===== config.mk =====
export PLATFORM = sky130hd
export DESIGN_NAME = gf2_poly_div_163
export DESIGN_NICKNAME = d
export VERILOG_FILES = /design/src/rtl/gf2_pkg.sv /design/src/rtl/gf2_deg_find.sv /design/src/rtl/gf2_poly_div_163.sv
export SDC_FILE = /design/constraint.sdc
export NUM_CORES = 2
export LEC_CHECK = 0
export CORE_MARGIN = 2
export CORE_UTILIZATION = 55
export CTS_BUF_LIST = sky130_fd_sc_hd__clkbuf_8 sky130_fd_sc_hd__clkbuf_16
export CTS_CLUSTER_SIZE = 20
export DETAILED_ROUTE_END_ITERATION = 12
export PLACE_DENSITY = 0.91
export RECOVER_POWER = 100
export SLEW_MARGIN = 25
export SYNTH_ARGS = -nofsm -noshare
export SYNTH_HDL_FRONTEND = slang
export SYNTH_HIERARCHICAL = 1
export SYNTH_SLANG_ARGS = --single-unit

===== constraint.sdc =====
create_clock -name clk -period 4.2 [get_ports clk]
set_input_delay 1.26 -clock clk [delete_from_list [all_inputs] [get_ports clk]]
set_output_delay 1.26 -clock clk [all_outputs]
set_load 0.02 [all_outputs]

===== src/rtl/gf2_pkg.sv =====
// gf2_pkg: widths, FSM state encodings and degree-width helper for the GF(2)[x] divider
package gf2_pkg;
  localparam int N = 163;
  localparam int M = 82;
  localparam int CW = 8;
  function automatic int deg_w();
    return $clog2(M);
  endfunction
  localparam int DW = deg_w();
  localparam logic [1:0] IDLE = 2'd0;
  localparam logic [1:0] PREP = 2'd1;
  localparam logic [1:0] DIV = 2'd2;
  localparam logic [1:0] OUT = 2'd3;
endpackage


===== src/rtl/gf2_deg_find.sv =====
// gf2_deg_find: combinational priority encoder giving the highest set bit index and a zero flag
module gf2_deg_find
  import gf2_pkg::*;
(
  input  logic [M-1:0]  v,
  output logic [DW-1:0] idx,
  output logic          zero
);
  always_comb begin
    idx = '0;
    for (int i = 0; i < M; i++) if (v[i]) idx = DW'(i);
    zero = ~|v;
  end
endmodule


===== src/rtl/gf2_poly_div_163.sv =====
// gf2_poly_div_163: bit-serial GF(2)[x] long divider, 163-bit dividend by 82-bit divisor
module gf2_poly_div_163
  import gf2_pkg::*;
(
  input  logic         clk,
  input  logic         rst_n,
  input  logic         in_valid,
  output logic         in_ready,
  input  logic [N-1:0] a_in,
  input  logic [M-1:0] b_in,
  output logic         out_valid,
  input  logic         out_ready,
  output logic [N-1:0] q_out,
  output logic [M-2:0] r_out,
  output logic         div_zero
);
  logic [1:0] state_q, state_d;
  logic [N-1:0] a_q, a_d, quo_q, quo_d, q_out_q, q_out_d;
  logic [M-1:0] b_q, b_d, rem_q, rem_d;
  logic [M-2:0] r_out_q, r_out_d;
  logic [DW-1:0] d_q, d_d, deg;
  logic [CW-1:0] cnt_q, cnt_d;
  logic dz_q, dz_d, b_zero, fire;
  logic [M-1:0] t, step_rem;
  logic [N-1:0] step_quo;
  gf2_deg_find u_deg (.v(b_q), .idx(deg), .zero(b_zero));
  assign t = {rem_q[M-2:0], a_q[N-1]};
  assign fire = t[d_q];
  assign step_rem = fire ? t ^ b_q : t;
  assign step_quo = {quo_q[N-2:0], fire};
  assign in_ready = state_q == IDLE;
  assign out_valid = state_q == OUT;
  assign q_out = q_out_q;
  assign r_out = r_out_q;
  assign div_zero = dz_q;
  always_comb begin
    state_d = state_q;
    a_d = a_q;
    b_d = b_q;
    rem_d = rem_q;
    quo_d = quo_q;
    d_d = d_q;
    cnt_d = cnt_q;
    q_out_d = q_out_q;
    r_out_d = r_out_q;
    dz_d = dz_q;
    case (state_q)
      IDLE: if (in_valid) begin
        a_d = a_in;
        b_d = b_in;
        rem_d = '0;
        quo_d = '0;
        state_d = PREP;
      end
      PREP: begin
        d_d = deg;
        cnt_d = CW'(N - 1);
        state_d = b_zero ? OUT : DIV;
        dz_d = b_zero;
        q_out_d = b_zero ? '0 : q_out_q;
        r_out_d = b_zero ? '0 : r_out_q;
      end
      DIV: begin
        a_d = a_q << 1;
        rem_d = step_rem;
        quo_d = step_quo;
        cnt_d = cnt_q - 1'b1;
        if (cnt_q == '0) begin
          q_out_d = step_quo;
          r_out_d = step_rem[M-2:0];
          dz_d = 1'b0;
          state_d = OUT;
        end
      end
      OUT: state_d = out_ready ? IDLE : OUT;
    endcase
  end
  always_ff @(posedge clk or negedge rst_n) begin
    if (!rst_n) begin
      state_q <= IDLE;
      a_q <= '0;
      b_q <= '0;
      rem_q <= '0;
      quo_q <= '0;
      d_q <= '0;
      cnt_q <= '0;
      q_out_q <= '0;
      r_out_q <= '0;
      dz_q <= 1'b0;
    end else begin
      state_q <= state_d;
      a_q <= a_d;
      b_q <= b_d;
      rem_q <= rem_d;
      quo_q <= quo_d;
      d_q <= d_d;
      cnt_q <= cnt_d;
      q_out_q <= q_out_d;
      r_out_q <= r_out_d;
      dz_q <= dz_d;
    end
  end
endmodule

# Word level (Yosys, flattened, before mapping)
# Cells that the tools add are included.
[word_totals]
register_bits = 750
latchBits = 0
ramBits = 0
romBits = 0
elab_cells = 134
mem_count = 0
[op_classes]
addsub = 1
mul = 0
div_mod_pow = 0
n_lt_le_gt_ge = 1
eq_ne = 6
n_shift = 0
muxes = 104
n_bitwise = 1
n_reduce_logical = 11
[op_table]
columns = ["op", "count"]
rows = [
  ["163-bit one-hot mux with 2 select lines", 2],
  ["163-bit two-way mux", 3],
  ["81-bit two-way mux", 4],
  ["162-bit one-hot mux with 2 select lines", 1],
  ["81-bit one-hot mux with 2 select lines", 2],
  ["6-bit two-way mux", 32],
  ["162-bit two-way mux", 1],
  ["7-bit two-way mux", 18],
  ["82-bit OR reduction", 1],
  ["81-bit XOR", 1],
  ["5-bit two-way mux", 16],
  ["4-bit two-way mux", 8],
  ["8-bit one-hot mux with 2 select lines", 1],
  ["3-bit two-way mux", 4],
  ["2-bit two-way mux", 5],
  ["8-bit logical NOT", 1],
  ["7-bit by 8-bit < comparator with 1-bit output (second input constant)", 1],
  ["2-bit one-hot mux with 4 select lines", 1],
  ["2-bit AND reduction", 4],
  ["8-bit by 1-bit subtractor with 8-bit output (second input constant)", 1],
  ["1-bit binary-select mux with 7-bit select", 1],
  ["2-bit != test (second input constant)", 3],
  ["2-bit == test (second input constant)", 2],
  ["1-bit two-way mux", 4],
  ["other kinds (6)", 7],
]

# Depth between registers and ports, before layout
[depth]
ltp_word = 81
depth_mapped = 12

# By module
# The synthesis kept the hierarchy.
[by_module_without_submodules]
columns = ["mod", "instances", "cells_per_inst", "area_per_inst_um2"]
rows = [
  ["gf2_poly_div_163", 1, 3303, 34994.8],
  ["gf2_deg_find", 1, 187, 1001.0],
]

# Worst setup path before layout
# OpenSTA, ideal clock, no wires.
[synth_path]
kind = "register -> register"
startpoint = "register b_q[72]"
endpoint = "register q_out_q[2], in the netlist q_out[2]"
setup_time_ns = 0.066
t_arrival_ns = 3.054
required_time_ns = 4.134
setup_slack_ns = 1.080
stages_incl_launch_ff = 12
path_buffers = 3
synth_period_minus_slack_ns = 3.120
cell_sequence = "dfrtp_1 nor4_1 nand4_1 nor4_1 and2_1 nand2_1 a21oi_1 clkbuf_1 clkbuf_1 clkbuf_1 nand3_1 nand2_1"
[synth_via]
elab_chain_len = 3
[synth_lines]
columns = ["item", "line_no", "text"]
rows = [
  ["start, declared", "gf2_poly_div_163.sv:19", "logic [M-1:0] b_q, b_d, rem_q, rem_d;"],
  ["start signal, assigned", "gf2_poly_div_163.sv:82", "b_q <= '0;"],
  ["start signal, assigned", "gf2_poly_div_163.sv:93", "b_q <= b_d;"],
  ["82-bit OR reduction", "gf2_deg_find.sv:12", "zero = ~|v;"],
  ["2-bit != test (no line)", "-", ""],
  ["3-bit AND reduction (no line)", "-", ""],
  ["end signal, assigned", "gf2_poly_div_163.sv:98", "q_out_q <= q_out_d;"],
  ["end, declared", "gf2_poly_div_163.sv:18", "logic [N-1:0] a_q, a_d, quo_q, quo_d, q_out_q, q_out_d;"],
]
# Every way passes these cells.
# A chain may end at the register's enable or synchronous reset.

# Worst setup path after layout
[layout_path]
startpoint = "register b_q[69]"
endpoint = "register r_out_q[56], in the netlist r_out[56]"
[layout_via]
elab_chain_len = 3
[layout_lines]
columns = ["item", "line_no", "text"]
rows = [
  ["82-bit OR reduction", "gf2_deg_find.sv:12", ""],
  ["2-bit != test (no line)", "-", ""],
  ["3-bit AND reduction (no line)", "-", ""],
  ["end signal, assigned", "gf2_poly_div_163.sv:99", "r_out_q <= r_out_d;"],
  ["end, declared", "gf2_poly_div_163.sv:20", "logic [M-2:0] r_out_q, r_out_d;"],
]
# Every way passes these cells.

==> implementation parameters <==
Parameter                              Value

Logic synthesis
  Post-Syn Area    between 30,000 and 40,000 um^2
  Syn Inst Count    ~3,500
  Distinct cell type count of the synthesized netlist    60
  Share of synthesized flip-flops with an asynchronous set or reset    between 90% and 100%
  Mapped Nets    3,745
  Sequential cell area fraction in the yosys report    about 52%
  Synthesis-stage register bit count    750
  YS warnings    6
  Synth Flop Type    sky130_fd_sc_hd__dfrtp_1
  EDFF count, synth    0
  Mean area per synthesized cell    approximately 10 um^2

Clock tree
  Number of sinks on the clock net    750
  CTS tree    done
  CTS hold repair buffers    0
  Clock transition at the register clock pins on the worst setup and hold paths after CTS    around 0.06 ns
  Level count of the clock H-tree    3
  CTS buffer count    a little under 80
  Maximum clock insertion buffer count    3
  Total of cells resized after clock tree synthesis    0
  Insertion delay to the later sink of the worst-skew pair    0.65 ns
  # Post-CTS Setup Buffers    0
  Root Driver    sky130_fd_sc_hd__clkbuf_16

Pwr
  LEAKAGE    0.0215 uW
  Power Dens Cells    703 nW/um^2
  Max IR drop VDD    between 0.001 and 0.0015 V
  Power consumption    approximately 31,000 uW

Floorplan
  Total die area    67,500 um^2
  IO Pins    496
  Overall die height    between 200 and 300 um
  Number of standard-cell rows in the floorplan    93
  Die X    about 260 um
  Starting Density    a little under three fifths
  Core Box Area    64,600 um^2

Worst setup path
  CP arrival    4.41 ns
  Path depth of the worst reg2reg path    11
  Worst-path maximum fanout    128
  Worst setup SP type    flip-flop
  Critical path required time    4.75 ns
  Kind of capture point of the worst setup path    flip-flop
  Critical setup path kind    flip-flop to flip-flop

STA
  RSZ-0062 raised after global routing    false
  Maximum clock frequency    around 0.26 GHz
  Number of max-slew violations in the final report    627
  Worst slew margin    -59.7%
  Share of the cycle needed by the critical path after routing    91.9%
  Final setup violating endpoints    0
  Transition time of the tightest slew-check pin    roughly 2.4 ns
  Clock Skews    around 0.048 ns
  Total Negative Setup Slacks    0 ns
  Shortest period the worst path allows    3.86 ns
  Final Hold Violating Endpoints    0

Status
  Outcome    finished with violations
  Failing checks    capacitance limit, slew limit

Finish
  Area of the multi-input gates    around 16,000 um^2
  Commonest cells after routing, fill and taps aside    sky130_fd_sc_hd__dfrtp_1 (749), sky130_fd_sc_hd__nand2_1 (675), sky130_fd_sc_hd__mux2i_1 (344)
  Core Util, Final    roughly 70%
  Non-filler cells in the finished layout    approximately 4,800
  Share of cells above drive strength 1    under 10%
  Leading cell type in the layout, fill and taps excluded    sky130_fd_sc_hd__dfrtp_1
  Fill cells    4,459
  Nets    4,094
  FF+latch area    18,800 um^2
  Layout area overhead    22.9%

GRT
  Pin count of the biggest net entering global routing    245
  Total congestion overflow    0
  Number of global-route vias before repair    29,400
  Wire length of the first global-routing pass    about 160,000 um
  Number of antenna violations at the first check in global routing    8
  Total routing resource utilization after global routing    between 30 and 40%

Place
  Number of buffers inserted by port buffering    between 400 and 500
  Final RePlAce weighted congestion    between 0.8 and 0.9
  Placed cell count    4,612
  Estimated wirelength of the detail-placed design    64,300 um

Drt
  Routed wire length    about 100,000 um
  First drt pass iteration count    6
  Mean routed wirelength per cell    between 20 and 25 um
  Ratio of routed vias to standard cells    between 6 and 7
  Total routed wire length on the met1 layer    38,800 um
  Remaining design rule violation count    0
  Post-DRT Antenna Nets    0
  Uppermost routed layer    met5
  Count of vias placed by the detailed router    29,800
  Met3 wire length    roughly 7600 um
  Starting DRT DRC Count    3,307
  Wire length on met2    about 50,000 um

Worst hold path
  Worst Hold Depth    2
  Hold Path Class    flip-flop to flip-flop

Flow run
  Max-Cap Viols    5
## layer usage
layer  global-route usage (%)  vias to the layer above
li1                         -                    13300
met1                     37.7                    14900
met2                     49.4                     1273
met3                     6.94                      340
met4                     14.8                        4
met5                        0                        -
## state kept, by name (all words and copies together) (netlist names)
register,cells
quo_q,162
b_q,82
r_out,81
div_zero,1
d_q,7
rem_q,81
a_q,163
state_q,2
q_out,163
cnt_q,8
## worst paths after layout
path | from | endpoint | slack [ns]
setup reg to reg | b_q[69]$_DFFE_PN0P_ | r_out[56]$_DFFE_PN0P_ | 0.34
setup / recovery | b_q[69]$_DFFE_PN0P_ | r_out[56]$_DFFE_PN0P_ | 0.34
hold / removal | q_out[118]$_DFFE_PN0P_ | q_out[118]$_DFFE_PN0P_ | 0.46
max in group asynchronous | rst_n | quo_q[109]$_DFFE_PN0P_ | 0.61
min in group asynchronous | rst_n | r_out[72]$_DFFE_PN0P_ | 1.36
hold reg to reg | q_out[118]$_DFFE_PN0P_ | q_out[118]$_DFFE_PN0P_ | 0.46
## layout make-up
class,count,area share (%)
clock buffer,100,5.12
antenna,6,0.0339
multi-input combinational,2425,36.1
clock inverter,45,1.30
sequential,750,42.4
timing repair buffer,546,12.3
inverter,37,0.314
tap,855,2.42
## cells by family (layout without fill, tap and decap cells)
family | Yosys count | count (layout) | share of synthesized area [%]
AOI/OAI and AO/OA | 605 | 605 | 12.6
xor gates and xnor gates | 1 | 1 | 0.0243
adders and majority gates | 6 | 6 | 0.209
buffers and inverters | 315 | 728 | 3.65
DFF | 750 | 750 | 52.1
muxes | 442 | 442 | 12.9
other | 0 | 6 | 0
and+or+nand+nor | 1371 | 1371 | 18.5
## synth_stat cells (all sizes together) (4+ instances only)
cell / instances / area share, %
dfrtp: 750 / 52
nand2: 676 / 7.0
mux2i: 344 / 9.6
nand3: 256 / 3.6
clkbuf: 236 / 2.5
o21ai: 195 / 2.7
a22o: 163 / 4.0
nor3: 97 / 1.3
mux2: 89 / 2.8
nor2b: 87 / 1.5
a211o: 82 / 2.0
a221o: 81 / 2.3
nand3b: 81 / 1.7
nand4b: 81 / 2.0
nor2: 45 / 0.47
buf: 42 / 0.80
inv: 36 / 0.38
a21oi: 28 / 0.39
nor4: 25 / 0.43
mux4: 9 / 0.56
o31ai: 7 / 0.15
ha: 6 / 0.21
a31oi: 5 / 0.087
nand2b: 5 / 0.087
o211ai: 5 / 0.10
o22ai: 5 / 0.087
a211oi: 4 / 0.083
and4: 4 / 0.097
nand4: 4 / 0.070
o311ai: 4 / 0.097
## report_power, final
group / total [uW] / internal (uW) / switching [uW]
combinational: 12100 / 4740 / 7380
clock: 7490 / 4420 / 3080
sequential: 11500 / 9100 / 2380
## stage by stage
stage               hold WS (ns)  worst slack, ns  instance area (um^2)
global route               0.477            0.148                 44200
CTS                        0.468            0.505                 44400
finish                     0.460            0.340                 44200
detailed placement         0.454            0.572                 41600
global placement           0.449            0.653                 41600
floorplan                  0.450             1.08                 36000
## worst max-delay path, cell delays in order, from the launching register on
cell	delay [ns]
sky130_fd_sc_hd__dfrtp_1	0.50
sky130_fd_sc_hd__nor4_1	0.55
sky130_fd_sc_hd__and2_0	0.26
sky130_fd_sc_hd__nand4_1	0.20
sky130_fd_sc_hd__nor4_1	0.30
sky130_fd_sc_hd__and2_0	0.38
sky130_fd_sc_hd__nand2_1	0.19
sky130_fd_sc_hd__a21oi_4	0.30
sky130_fd_sc_hd__buf_12	0.49
sky130_fd_sc_hd__nand4b_1	0.17
sky130_fd_sc_hd__mux2i_1	0.22
sky130_fd_sc_hd__a211o_1	0.15
No activity file was read; power rests on OpenSTA's default activity.
